<file path="config.mk">
export PLATFORM = sky130hd
export DESIGN_NAME = conv_window_ctrl_flat
export DESIGN_NICKNAME = d
export VERILOG_FILES = /design/src/rtl/conv_pkg.sv /design/src/rtl/conv_window_ctrl_if.sv /design/src/rtl/conv_win_regs.sv /design/src/rtl/conv_window_ctrl.sv /design/src/flat_wrapper.sv
export SDC_FILE = /design/constraint.sdc
export NUM_CORES = 1
export LEC_CHECK = 0
export ABC_AREA = 1
export CORE_MARGIN = 2
export CORE_UTILIZATION = 40
export CTS_BUF_LIST = sky130_fd_sc_hd__clkbuf_2 sky130_fd_sc_hd__clkbuf_4 sky130_fd_sc_hd__clkbuf_8
export DETAILED_ROUTE_END_ITERATION = 10
export PLACE_DENSITY = 0.66
export SLEW_MARGIN = 15
export SYNTH_ARGS = -nofsm -noshare
export SYNTH_HDL_FRONTEND = slang
export SYNTH_SLANG_ARGS = --single-unit
</file>
<file path="constraint.sdc">
create_clock -name clk -period 6.1 [get_ports clk]
set_input_delay 0.61 -clock clk [delete_from_list [all_inputs] [get_ports clk]]
set_output_delay 0.61 -clock clk [all_outputs]
set_load 0.02 [all_outputs]
</file>
<file path="src/rtl/conv_pkg.sv">
// Shared definitions for the convolution window controller.
//   - default data/result widths
//   - controller state encoding
//   - window addressing and flattened-bus packing helpers
package conv_pkg;

  localparam int DATA_W_DEF = 8;
  localparam int ACC_W_DEF  = 25;
  localparam int WIN_N      = 16;   // 4x4 window / kernel entries

  typedef enum logic [2:0] {
    IDLE,
    FETCH,
    WAIT,
    CALC,
    OUT,
    DONE
  } state_t;

  // Row-major pixel address of window element k (k = i*4+j) for the output
  // position (r,c).  Evaluated in 32 bits so it cannot wrap before truncation.
  function automatic int unsigned win_addr(int unsigned r, int unsigned c,
                                           int unsigned k, int unsigned img_w);
    return (r + k / 4) * img_w + c + (k % 4);
  endfunction

  // LSB of element k inside a flattened 16-entry bus of w-bit elements.
  function automatic int win_lsb(int k, int w);
    return k * w;
  endfunction

endpackage

</file>
<file path="src/rtl/conv_window_ctrl_if.sv">
// Result stream between the window controller (master) and the downstream
// sink (slave).  A result transfers on a clock edge where out_valid and
// out_ready are both high.
//   out_valid  master->slave  result available
//   out_ready  slave->master  sink accepts
//   out_data   master->slave  result value
//   out_row    master->slave  output row of out_data
//   out_col    master->slave  output column of out_data
interface conv_window_ctrl_if #(
  parameter int ACC_W = conv_pkg::ACC_W_DEF
);
  logic             out_valid;
  logic             out_ready;
  logic [ACC_W-1:0] out_data;
  logic [7:0]       out_row;
  logic [7:0]       out_col;

  modport master (output out_valid, out_data, out_row, out_col, input out_ready);
  modport slave  (input out_valid, out_data, out_row, out_col, output out_ready);
endinterface

</file>
<file path="src/rtl/conv_win_regs.sv">
// 16-entry register file with one indexed write port and a flattened read bus.
// Used for both the pixel window and the kernel.
//   clk, rst_n  clock, async active-low reset (clears all entries)
//   wr_en       write strobe
//   wr_addr     entry index, row-major
//   wr_data     entry value
//   rd_bus      entry k at [k*DATA_W +: DATA_W]
module conv_win_regs
  import conv_pkg::*;
#(
  parameter int DATA_W = DATA_W_DEF
) (
  input  logic                    clk,
  input  logic                    rst_n,
  input  logic                    wr_en,
  input  logic [3:0]              wr_addr,
  input  logic [DATA_W-1:0]       wr_data,
  output logic [WIN_N*DATA_W-1:0] rd_bus
);

  logic [DATA_W-1:0] regs [WIN_N];

  always_ff @(posedge clk or negedge rst_n) begin
    if (!rst_n) begin
      for (int i = 0; i < WIN_N; i++) regs[i] <= '0;
    end else if (wr_en) begin
      regs[wr_addr] <= wr_data;
    end
  end

  for (genvar g = 0; g < WIN_N; g++) begin : g_pack
    assign rd_bus[win_lsb(g, DATA_W) +: DATA_W] = regs[g];
  end

endmodule

</file>
<file path="src/rtl/conv_window_ctrl.sv">
// Sequencing controller for the 4x4 signed MAC convolution datapath.
// For every output position (row-major over an (IMG_H-3)x(IMG_W-3) grid) it
// reads the 16 window pixels from a single-port memory, lets the external
// combinational datapath compute over window x kernel, registers the result
// and offers it on a valid/ready stream.
//   clk, rst_n          clock, async active-low reset
//   start               begin a pass (IDLE only)
//   busy, done          status; done pulses once after the last transfer
//   k_wr_*              kernel write port (IDLE only)
//   mem_rd_*            feature-map read port, data returns one cycle later
//   dp_window/dp_kernel flattened operand buses to the datapath
//   dp_result           datapath result
//   out_if              result stream (master)
module conv_window_ctrl
  import conv_pkg::*;
#(
  parameter int DATA_W = DATA_W_DEF,
  parameter int ACC_W  = ACC_W_DEF,
  parameter int IMG_W  = 8,
  parameter int IMG_H  = 8,
  parameter int ADDR_W = 6
) (
  input  logic                    clk,
  input  logic                    rst_n,
  input  logic                    start,
  output logic                    busy,
  output logic                    done,
  input  logic                    k_wr_en,
  input  logic [3:0]              k_wr_addr,
  input  logic [DATA_W-1:0]       k_wr_data,
  output logic                    mem_rd_en,
  output logic [ADDR_W-1:0]       mem_rd_addr,
  input  logic [DATA_W-1:0]       mem_rd_data,
  output logic [WIN_N*DATA_W-1:0] dp_window,
  output logic [WIN_N*DATA_W-1:0] dp_kernel,
  input  logic [ACC_W-1:0]        dp_result,
  conv_window_ctrl_if.master      out_if
);

  localparam logic [7:0] LAST_ROW = 8'(IMG_H - 4);
  localparam logic [7:0] LAST_COL = 8'(IMG_W - 4);

  state_t     state;
  logic [3:0] fidx;        // window element whose address is on mem_rd_addr
  logic [7:0] row, col;    // current output position

  function automatic logic [ADDR_W-1:0] addr_of(logic [7:0] r, logic [7:0] c,
                                                int unsigned k);
    return ADDR_W'(win_addr(32'(r), 32'(c), k, IMG_W));
  endfunction

  // Next position in row-major order
  logic       last_pos;
  logic [7:0] nrow, ncol;
  assign last_pos = (row == LAST_ROW) && (col == LAST_COL);
  assign ncol     = (col == LAST_COL) ? 8'd0 : col + 8'd1;
  assign nrow     = (col == LAST_COL) ? row + 8'd1 : row;

  // Read data lags the address by one cycle: while element fidx is being
  // addressed, element fidx-1 is on mem_rd_data.  The last element lands
  // during WAIT.
  logic       win_we;
  logic [3:0] win_wa;
  assign win_we = ((state == FETCH) && (fidx != 4'd0)) || (state == WAIT);
  assign win_wa = (state == WAIT) ? 4'd15 : fidx - 4'd1;

  logic ker_we;
  assign ker_we = k_wr_en && (state == IDLE);

  conv_win_regs #(.DATA_W(DATA_W)) u_win (
    .clk     (clk),
    .rst_n   (rst_n),
    .wr_en   (win_we),
    .wr_addr (win_wa),
    .wr_data (mem_rd_data),
    .rd_bus  (dp_window)
  );

  conv_win_regs #(.DATA_W(DATA_W)) u_ker (
    .clk     (clk),
    .rst_n   (rst_n),
    .wr_en   (ker_we),
    .wr_addr (k_wr_addr),
    .wr_data (k_wr_data),
    .rd_bus  (dp_kernel)
  );

  always_ff @(posedge clk or negedge rst_n) begin
    if (!rst_n) begin
      state            <= IDLE;
      busy             <= 1'b0;
      done             <= 1'b0;
      mem_rd_en        <= 1'b0;
      mem_rd_addr      <= '0;
      fidx             <= '0;
      row              <= '0;
      col              <= '0;
      out_if.out_valid <= 1'b0;
      out_if.out_data  <= '0;
      out_if.out_row   <= '0;
      out_if.out_col   <= '0;
    end else begin
      done <= 1'b0;
      case (state)
        IDLE: if (start) begin
          state       <= FETCH;
          busy        <= 1'b1;
          row         <= '0;
          col         <= '0;
          fidx        <= '0;
          mem_rd_en   <= 1'b1;
          mem_rd_addr <= addr_of(8'd0, 8'd0, 0);
        end
        FETCH: begin
          if (fidx == 4'd15) begin
            state     <= WAIT;
            mem_rd_en <= 1'b0;
          end else begin
            fidx        <= fidx + 4'd1;
            mem_rd_addr <= addr_of(row, col, 32'(fidx) + 32'd1);
          end
        end
        WAIT: state <= CALC;
        CALC: begin
          out_if.out_data  <= dp_result;
          out_if.out_row   <= row;
          out_if.out_col   <= col;
          out_if.out_valid <= 1'b1;
          state            <= OUT;
        end
        OUT: if (out_if.out_ready) begin
          out_if.out_valid <= 1'b0;
          if (last_pos) begin
            state <= DONE;
            done  <= 1'b1;
          end else begin
            state       <= FETCH;
            row         <= nrow;
            col         <= ncol;
            fidx        <= '0;
            mem_rd_en   <= 1'b1;
            mem_rd_addr <= addr_of(nrow, ncol, 0);
          end
        end
        DONE: begin
          state <= IDLE;
          busy  <= 1'b0;
        end
        default: state <= IDLE;
      endcase
    end
  end

endmodule

</file>
<file path="src/flat_wrapper.sv">
// flat-port wrapper written by rule: the top's interface ports become plain ports
module conv_window_ctrl_flat import conv_pkg::*;
#(
  parameter int DATA_W = DATA_W_DEF,
  parameter int ACC_W  = ACC_W_DEF,
  parameter int IMG_W  = 8,
  parameter int IMG_H  = 8,
  parameter int ADDR_W = 6
)
  (clk, rst_n, start, busy, done, k_wr_en, k_wr_addr, k_wr_data, mem_rd_en, mem_rd_addr, mem_rd_data, dp_window, dp_kernel, dp_result, out_if_out_valid, out_if_out_data, out_if_out_row, out_if_out_col, out_if_out_ready);
  conv_window_ctrl_if #(.ACC_W(ACC_W)) out_if_i ();
  input  logic clk;
  input  logic rst_n;
  input  logic start;
  output logic busy;
  output logic done;
  input  logic k_wr_en;
  input  logic [3:0] k_wr_addr;
  input  logic [DATA_W-1:0] k_wr_data;
  output logic mem_rd_en;
  output logic [ADDR_W-1:0] mem_rd_addr;
  input  logic [DATA_W-1:0] mem_rd_data;
  output logic [WIN_N*DATA_W-1:0] dp_window;
  output logic [WIN_N*DATA_W-1:0] dp_kernel;
  input  logic [ACC_W-1:0] dp_result;
  output wire logic [$bits(out_if_i.out_valid)-1:0] out_if_out_valid;
  output wire logic [$bits(out_if_i.out_data)-1:0] out_if_out_data;
  output wire logic [$bits(out_if_i.out_row)-1:0] out_if_out_row;
  output wire logic [$bits(out_if_i.out_col)-1:0] out_if_out_col;
  input wire logic [$bits(out_if_i.out_ready)-1:0] out_if_out_ready;
  assign out_if_out_valid = out_if_i.out_valid;
  assign out_if_out_data = out_if_i.out_data;
  assign out_if_out_row = out_if_i.out_row;
  assign out_if_out_col = out_if_i.out_col;
  assign out_if_i.out_ready = out_if_out_ready;
  conv_window_ctrl #(.DATA_W(DATA_W), .ACC_W(ACC_W), .IMG_W(IMG_W), .IMG_H(IMG_H), .ADDR_W(ADDR_W)) u_core (.clk(clk), .rst_n(rst_n), .start(start), .busy(busy), .done(done), .k_wr_en(k_wr_en), .k_wr_addr(k_wr_addr), .k_wr_data(k_wr_data), .mem_rd_en(mem_rd_en), .mem_rd_addr(mem_rd_addr), .mem_rd_data(mem_rd_data), .dp_window(dp_window), .dp_kernel(dp_kernel), .dp_result(dp_result), .out_if(out_if_i));
endmodule
</file>
### Word-level counts from Yosys, hierarchy flattened

Index checks and enable logic that the tools add are counted.

* bits in registers: 330
* input bits: 50
* output and inout port bits: 307
* word-level logic and storage cells: 132

* $add $sub $neg: 9
* $lt $le $gt $ge: 4
* equal/unequal tests: 13
* multiplexer cells: 42
* bitwise logic cells: 2
* reduce and logical (&&, ||, !) cells: 18

Operators with widths (count)
* $bwmux 128: 2
* $mux 8: 9
* $demux 8 s4: 2
* $pmux 8 s2: 2
* $mux 6: 4
* $mux 4: 5
* $pmux 6 s3: 1
* $add 8x1->8 const B: 2
* $eq 8x3->1 const B: 2
* $pmux 3 s5: 1
* $add 6x6->6: 2
* $mux 3: 4
* $pmux 4 s3: 1
* $ge 5x5->1 const B: 2
* $lt 5x1->1 const B: 2
* $ne 2x2->1 const B: 5
* $not 4->5: 2
* $reduce_and 5->1: 2
* $mux 1: 8
* $add 6x2->6: 1
* $eq 3x2->1 const B: 2
* $eq 3x3->1 const B: 2
* $reduce_bool 2->1: 3
* $add 4x1->5 const B: 1
* 15 further kinds: 21

### Logic depth before layout (Yosys ltp)

Gate-level depths: netlist of the first run.

* depth after elaboration: 8
* mapped depth: 17
* mapped depth without buffers: 17

### Modules after synthesis

From an unflattened synthesis of the first run, not the netlist that was laid out.

* cells, all modules: 1620
* area total of the unflattened synthesis: 14134.8 um^2

By module, submodules not included
* conv_win_regs: times used 2, cells an instance 605, area each 5181.2 um^2, sequential area each 3203.1 um^2
* conv_window_ctrl: times used 1, cells an instance 410, area each 3772.4 um^2, sequential area each 1851.8 um^2

### Worst setup path before layout of the first run

Ideal clock, no wire load.

* path type: reg2reg
* start: register u_core.fidx[0]
* end: register u_core.mem_rd_addr[5]
* arrival: 2.470 ns
* path slack: 3.552 ns
* cell stages (with the launch flop): 18
* clock period less this slack: 2.548 ns
* path through: dfrtp_1 -> ha_1 -> xor2_1 -> ha_1 -> inv_1 -> fa_1 -> inv_1 -> ha_1 -> nand2_1 -> nor2_1 -> nand2_1 -> nand2_1 -> inv_1 -> nand2_1 -> nand3_1 -> nand2_1 -> inv_1 -> a21oi_1

* cells in the longest elaborated chain, start to end: 6

Ends and longest elaborated chain
* start: declaration: line conv_window_ctrl.sv:44 `logic [3:0] fidx;`
* start signal: assignment: line conv_window_ctrl.sv:119 `fidx <= fidx + 4'd1;`
* $add 4x1->5: line conv_window_ctrl.sv:120 `mem_rd_addr <= addr_of(row, col, 32'(fidx) + 32'd1);`
* $add 3x3->3: line conv_pkg.sv:24 `return (r + k / 4) * img_w + c + (k % 4);`
* $add 6x6->6: line conv_pkg.sv:24
* $add 6x2->6: line conv_pkg.sv:24
* $mux 6: line conv_window_ctrl.sv:115 `if (fidx == 4'd15) begin`
* $pmux 6 s3: line conv_window_ctrl.sv:104 `case (state)`
* end signal: assignment: line conv_window_ctrl.sv:112 `mem_rd_addr <= addr_of(8'd0, 8'd0, 0);`
* end signal: assignment: line conv_window_ctrl.sv:120
* end signal: assignment: line conv_window_ctrl.sv:142 `mem_rd_addr <= addr_of(nrow, ncol, 0);`
* end: declaration: line conv_window_ctrl.sv:32 `output logic [ADDR_W-1:0] mem_rd_addr,`

Several ways; a longest one is shown, not always the timed one. The select of a mux whose other input is x is not followed.
A chain may end at the register's enable or synchronous reset.

### Worst setup path after layout of the first run

Same ends and word-level chain as after synthesis.

==> impl_metrics.py, run 1 <==
metrics = {
    "worst_setup_path": {
        "r2r_cells": 16,
        "crit_path_frequent_cell": "nand2_1",
        "reg2reg_to": "u_core.mem_rd_addr[5]$_DFFE_PN0P_",
        "cp_max_fo": 7,
        "required_ns": 6.56,
        "cp-end-kind": "flop",
        "cp_cell_sequence": "ha_1 -> xor2_1 -> ha_1 -> inv_1 -> fa_1 -> inv_1 -> ha_1 -> nand2_1 -> nor2_1 -> nand2_1 -> nand2_1 -> nand3_1 -> nand3_1 -> nand2_1 -> inv_1 -> a21oi_1",
        "r2r_start": "u_core.fidx[0]$_DFFE_PN0P_",
        "cp.arrival_ns": 3.22,
        "path_class": "flop to flop",
        "rrSetupSlack_ns": 3.33,
        "critPathMaxStageDelay_ns": 0.48,
        "crit_slowest_cell": "dfrtp_1",
        "startpoint_type": "flop",
    },
    "placed_design": {
        "gp_congestion": 0.893,
        "dp_hpwl_mm": 26.0,
        "placed_area_sq_um": 17000,
        "dp_cells": 2053,
        "place.port_buffers": 356,
    },
    "timing": {
        "period_share_pct": 45.4,
        "finalSetupViolCount": 0,
        "hold_viol_final": 0,
        "setup_tns_ns": 0,
        "max-slew-margin-rel_pct": 38.5,
        "slew_viol_final": 0,
        "rsz0062_at_grt": "no",
        "fmax_mhz": 361,
        "min_period_ns": 2.77,
        "fin_skew_ns": 0.0443,
        "hold_ws_ns": 0.0300,
        "tightest_slew_ns": 0.922,
    },
    "floorplanning": {
        "chipHeight_um": 185,
        "initial_utilization_pct": 40.6,
        "core_area_sq_um": 32500,
        "pin_count": 357,
        "die_area_sq_um": 34400,
        "die_x_um": 185,
        "fp-row-count": 66,
    },
    "grt": {
        "grt-busiest-layer": "met2",
        "grt_pass1_vias": 10400,
        "use_met3_pct": 6.39,
        "grtUsageMet2_pct": 35.1,
        "antenna_found_initial": 0,
        "grt_start_max_net_pins": 174,
        "track_usage_pct": 22.0,
        "use_met1_pct": 28.9,
        "grt_overflow": 0,
        "grt_pass1_wl_mm": 58.8,
    },
    "clock_network": {
        "cts_tree": "built",
        "cts_setup_buffers": 0,
        "cts_max_level": 2,
        "cts_buffers": 56,
        "clkTransAtPathRegs_ns": 0.08,
        "cts.sinks": 330,
        "cts-resized-gates": 0,
        "cts_buffer_depth": 3,
        "cts-root-buf": "clkbuf_8",
        "cts-hold-fix-buffers": 0,
        "clk_latency_ns": 0.60,
    },
    "layout": {
        "nets": 1734,
        "fin_cells": 2157,
        "area_growth_pct": 39.1,
        "diodes": 0,
        "nFillCells": 2875,
        "fin_util_pct": 56.4,
        "area.sequential_sq_um": 8260,
        "drive_gt1_share_pct": 9.91,
        "multi_input_area_sq_um": 4300,
        "finalInstanceArea_sq_um": 18300,
    },
    "logic_synthesis": {
        "synthCells": 1312,
        "synth-seq-cells": 330,
        "yosys_warnings": 0,
        "synth_area_sq_um": 13200,
        "avgSynthCellArea_sq_um": 10.0,
        "yosys.area.top_type": "dfrtp_1",
        "syn-num-nets": 1377,
        "synth_async_sr_flop_share_pct": 100,
        "ys_top_cells_by_area": "dfrtp_1, nand2_1, o21ai_0",
        "synth_flop_cell": "dfrtp_1",
        "synth_edf_count": 0,
        "yosys.area.top_type_share_pct": 62.7,
        "yosysUniqueCellTypes": 38,
        "synth_seq_area_share_pct": 62.7,
    },
    "routing": {
        "routed_via_density": 4.89,
        "drt.antenna.violating_nets": 0,
        "drc": 0,
        "drt_iter0_drc": 749,
        "dr_total_vias": 10500,
        "wirelength_mm": 37.8,
        "first_pass_iters": 5,
        "routedWlPerCell_um": 17.5,
    },
    "power_and_ir_drop": {
        "power_density_nw_per_um2": 595,
        "ir_drop_v": 0.000294,
        "leakage_nw": 8.25,
    },
    "flow_run": {
        "max_cap_viol_count": 0,
    },
    "hold_path": {
        "worstHoldPathType": "primary input to async pin",
    },
    "outcome": {
        "outcome": "completed",
    },
}
==> routing by layer <==
layer | vias up | share of wire, %
li1 | 5031 | -
met1 | 5095 | 43
met2 | 348 | 47
met3 | 72 | 7.6
met4 | 0 | 2.7
met5 | - | 0
==> cells in the final DEF (no fill, tap or decap), types with 7 or more instances in the layout <==
master             n
inv_1             77
nand3_1           27
dfrtp_1          330
clkbuf_4           9
nor2_1           116
nand2_1          289
ha_1              12
mux2_2            25
clkdlybuf4s50_1  355
a21oi_1           85
clkbuf_8          75
clkinv_2          14
o21ai_0          214
nor2_2             7
nand4_1            7
nor4_4             7
==> flip-flops by register name (all words and copies together) (netlist names) <==
signal and count:
u_core.busy 1, u_core.col 8, u_core.done 1, u_core.fidx 4, u_core.mem_rd_addr 6, u_core.mem_rd_en 1
u_core.out_if.out_col 8, u_core.out_if.out_data 25, u_core.out_if.out_row 8, u_core.out_if.out_valid 1, u_core.row 8, u_core.state 3
u_core.u_ker.rd_bus 128, u_core.u_win.rd_bus 128
==> cell type report <==
type | count | area share, %
timing repair buffer | 359 | 19.7
clock inverter | 20 | 1.12
inverter | 79 | 1.62
tap | 442 | 3.02
multi-input combinational | 843 | 23.5
clock buffer | 84 | 6.01
sequential | 330 | 45.1
==> synthesized netlist by cell type (all sizes together) (2+ instances only) <==
master  count
buf        35
nand3b      2
a31oi       3
clkbuf     25
nand4       7
xor2        4
nor4        7
o21ai     220
nor2      124
o22ai       6
nor3       12
nand2     296
fa          3
dfrtp     330
or2         2
a21oi      85
ha         12
nand3      30
inv        79
mux2       25
==> worst max-delay path by stage <==
stage | endpoint | from | slack, ns
after floorplan | u_core.mem_rd_addr[5]$_DFFE_PN0P_ | u_core.fidx[0]$_DFFE_PN0P_ | 3.55
after global placement | u_core.mem_rd_addr[5]$_DFFE_PN0P_ | u_core.fidx[0]$_DFFE_PN0P_ | 3.38
after detailed placement | u_core.u_ker.rd_bus[65]$_DFFE_PN0P_ | k_wr_addr[3] | 3.35
after CTS | u_core.mem_rd_addr[5]$_DFFE_PN0P_ | u_core.fidx[0]$_DFFE_PN0P_ | 3.33
after global routing | u_core.mem_rd_addr[5]$_DFFE_PN0P_ | u_core.fidx[0]$_DFFE_PN0P_ | 3.04
final | u_core.mem_rd_addr[5]$_DFFE_PN0P_ | u_core.fidx[0]$_DFFE_PN0P_ | 3.33
==> critical path, delay by kind of cell (launching register included) <==
kind | cells | cell delay [ns]
flip-flops | 1 | 0.48
AND/OR/NAND/NOR | 7 | 0.52
buffers and inverters | 3 | 0.17
XOR/XNOR | 1 | 0.21
AO/OA/AOI/OAI | 1 | 0.06
adder cells (fa/ha/maj) | 4 | 1.23
==> cell families (layout without fill, tap and decap cells) <==
family,Yosys count,count (layout),synth area share [%]
buffers and inverters,139,542,4.66
xor gates and xnor gates,5,5,0.333
DFF,330,330,62.7
muxes,25,25,2.14
and+or+nand+nor,482,482,16.3
adders and majority gates,15,15,1.60
AOI/OAI and AO/OA,316,316,12.2
==> power by group <==
part	total [W]	leakage, nW	internal, W	switching (W)
Combinational	0.00495	3.51	0.00218	0.00278
Sequential	0.00370	4.05	0.00315	0.000545
Clock	0.00224	0.692	0.00132	0.000919
Total	0.0109	8.25	0.00666	0.00424
==> per-stage QoR <==
stage | total power (W) | worst slack (ns)
floorplan | 0.00618 | 3.55
global placement | 0.00861 | 3.38
detailed placement | 0.00869 | 3.35
CTS | 0.0110 | 3.33
global route | 0.0115 | 3.04
finish | 0.0109 | 3.33
No activity file was read; power rests on OpenSTA's default activity.
==> inputs of run 2 (changes only) <==
Settings changed: PLACE_DENSITY 0.66 to 0.69.
Clock period 6.1 ns to 2.5 ns, I/O delays scaled along.
==> run 2 against run 1 <==
  * Clock skew shrank 0.021 ns
  * Sequential share of layout area fell by 0.37 points
  * Global-route usage is essentially flat
  * Clock power rose by 110%
  * Cell count grew 1.2%
  * Power up 140%
  * Critical path type unchanged
  * Largest power group unchanged
==> impl_metrics.py, run 2 (synthesis results as in run 1) <==
metrics = {
    "grt": {
        "track_usage_pct": 22.0,
        "grtUsageMet2_pct": 36.0,
        "use_met1_pct": 27.9,
        "grt_pass1_wl_mm": 59.3,
        "grt_start_max_net_pins": 64,
        "antenna_found_initial": 0,
        "use_met3_pct": 5.98,
        "grt-busiest-layer": "met2",
        "grt_overflow": 0,
        "grt_pass1_vias": 10700,
    },
    "worst_setup_path": {
        "cp_cell_sequence": "ha_4 -> xor2_2 -> ha_2 -> inv_2 -> fa_1 -> inv_2 -> ha_4 -> nand2_4 -> nor2_2 -> nand2_1 -> nand2_1 -> inv_1 -> nand2_1 -> nand3_1 -> nand2_1 -> inv_1 -> a21oi_1",
        "critPathMaxStageDelay_ns": 0.48,
        "crit_buf_inv": 4,
        "crit_end": "u_core.mem_rd_addr[5]$_DFFE_PN0P_",
        "critical_path.top_delay_family": "adder cells",
        "startpoint_type": "flop",
        "crit_slowest_cell": "fa_1",
        "reg2reg_to": "u_core.mem_rd_addr[5]$_DFFE_PN0P_",
        "cp.arrival_ns": 2.99,
        "cp_max_fo": 3,
        "required_ns": 3.00,
        "crit_path_frequent_cell": "nand2_1",
        "r2r_start": "u_core.fidx[0]$_DFFE_PN0P_",
        "path_class": "flop to flop",
        "cp-end-kind": "flop",
        "r2r_cells": 17,
        "cp.depth": 17,
        "rrSetupSlack_ns": 0.01,
        "critPathLaunch": "u_core.fidx[0]$_DFFE_PN0P_",
    },
    "layout": {
        "nFillCells": 2819,
        "final_common_cell": "clkdlybuf4s50_1",
        "diodes": 0,
        "most-common-layout-cells": "clkdlybuf4s50_1, dfrtp_1, nand2_1",
        "drive_gt1_share_pct": 11.7,
        "fin_util_pct": 56.9,
        "fin_cells": 2182,
        "nets": 1769,
        "area_growth_pct": 40.3,
    },
    "placed_design": {
        "gp_congestion": 0.867,
        "dp_hpwl_mm": 26.7,
        "place.port_buffers": 356,
        "dp_cells": 2090,
    },
    "routing": {
        "routed_via_density": 4.91,
        "drc": 0,
        "drt_iter0_drc": 694,
        "dr_total_vias": 10700,
        "drt.antenna.violating_nets": 0,
        "first_pass_iters": 5,
        "wirelength_mm": 38.1,
        "routedWlPerCell_um": 17.5,
    },
    "hold_path": {
        "worstHoldPathType": "primary input to async pin",
    },
    "timing": {
        "tightest_slew_ns": 0.788,
        "fin_skew_ns": 0.0229,
        "hold_viol_final": 0,
        "fmax_mhz": 402,
        "hold_ws_ns": 0.241,
        "slew_viol_final": 0,
        "max-slew-margin-rel_pct": 47.4,
        "period_share_pct": 99.6,
        "finalSetupViolCount": 0,
        "min_period_ns": 2.49,
        "rsz0062_at_grt": "yes",
    },
    "floorplanning": {
        "chipHeight_um": 185,
        "die_x_um": 185,
        "initial_utilization_pct": 40.6,
        "core_area_sq_um": 32500,
        "die_area_sq_um": 34400,
        "fp-row-count": 66,
        "pin_count": 357,
    },
    "flow_run": {
        "max_cap_viol_count": 0,
    },
    "outcome": {
        "outcome": "completed",
    },
    "power_and_ir_drop": {
        "ir_drop_v": 0.000767,
        "power_density_nw_per_um2": 1410,
        "leakage_nw": 8.34,
    },
    "clock_network": {
        "cts.sinks": 330,
        "cts-root-buf": "clkbuf_8",
        "cts_buffer_depth": 3,
        "cts_max_level": 2,
        "cts_buffers": 53,
        "clk_latency_ns": 0.57,
        "cts_setup_buffers": 0,
        "clkTransAtPathRegs_ns": 0.06,
        "cts_tree": "built",
    },
}
## run 2: cell types whose count changed in the layout (fill, tap and decap cells not counted), moves of 2 or more
cell / before / now
ha_4: 0 / 2
clkbuf_8: 75 / 66
buf_4: 2 / 36
bufinv_16: 4 / 0
clkinv_2: 14 / 7
inv_1: 77 / 75
inv_2: 2 / 4
ha_1: 12 / 9
clkbuf_4: 9 / 15
buf_12: 1 / 4
## run 2: worst min-delay path by stage
stage	start	endpoint	slack [ns]
6_report	rst_n	u_core.mem_rd_addr[0]$_DFFE_PN0P_	0.24
5_1_grt	mem_rd_data[3]	u_core.u_win.rd_bus[99]$_DFFE_PN0P_	0.25
4_1_cts	mem_rd_data[7]	u_core.u_win.rd_bus[103]$_DFFE_PN0P_	0.23
3_5_place_dp	rst_n	u_core.mem_rd_addr[0]$_DFFE_PN0P_	0.26
3_3_place_gp	rst_n	u_core.u_win.rd_bus[98]$_DFFE_PN0P_	0.26
2_1_floorplan	rst_n	u_core.busy$_DFFE_PN0P_	-0.05
## run 2: worst register-to-register path: stages (launching register included)
cell and delay (ns):
dfrtp_2 0.42, ha_4 0.17, xor2_2 0.18, ha_2 0.19, inv_2 0.03, fa_1 0.48, inv_2 0.05, ha_4 0.28
nand2_4 0.05, nor2_2 0.10, nand2_1 0.05, nand2_1 0.08, inv_1 0.04, nand2_1 0.06, nand3_1 0.06, nand2_1 0.06
inv_1 0.03, a21oi_1 0.10
## run 2: what timing repair did
action                                 4_1_cts  5_1_grt
endpoints found under the hold margin       54        0
hold buffers                                 1        0
setup endpoints to repair                    1        2
pin swaps                                    0        3
gates resized for setup                      1       11
## run 2: routing by layer
metal | wire length (um) | part of all wire, % | up-vias
li1 | - | - | 5091
met5 | 0 | 0 | -
met4 | 1250 | 3.3 | 0
met3 | 2880 | 7.5 | 84
met2 | 18400 | 48 | 350
met1 | 15600 | 41 | 5183
## run 2: power by group
group / internal (W) / total [W] / switching (W)
clock: 0.00259 / 0.00468 / 0.00209
sequential: 0.00770 / 0.00905 / 0.00135
combinational: 0.00547 / 0.0123 / 0.00681
## run 2: final cells by class
cell class	count	area, sq um	share of cell area [%]
clock buffer	81	1020	5.53
clock inverter	10	57.6	0.312
inverter	79	297	1.61
multi-input combinational	843	4350	23.6
sequential	330	8260	44.7
tap	442	553	2.99
timing repair buffer	397	3930	21.3
## run 2: per-stage QoR
step	cell area, sq um	TNS (ns)	worst slack (ns)	power [W]
3_5_place_dp	17300	-0.0186	-0.0186	0.0214
3_3_place_gp	17300	0	0.0177	0.0212
2_1_floorplan	13200	0	0.00984	0.0151
5_1_grt	18500	-0.175	-0.165	0.0276
6_report	18500	0	0.0104	0.0260
4_1_cts	18400	0	0.0155	0.0262
==> inputs of run 3 (changes only) <==
Settings changed: SLEW_MARGIN 15 to unset.
==> results of run 3 <==
Same layout as run 2: the final DEF is identical, and so are final timing and power.
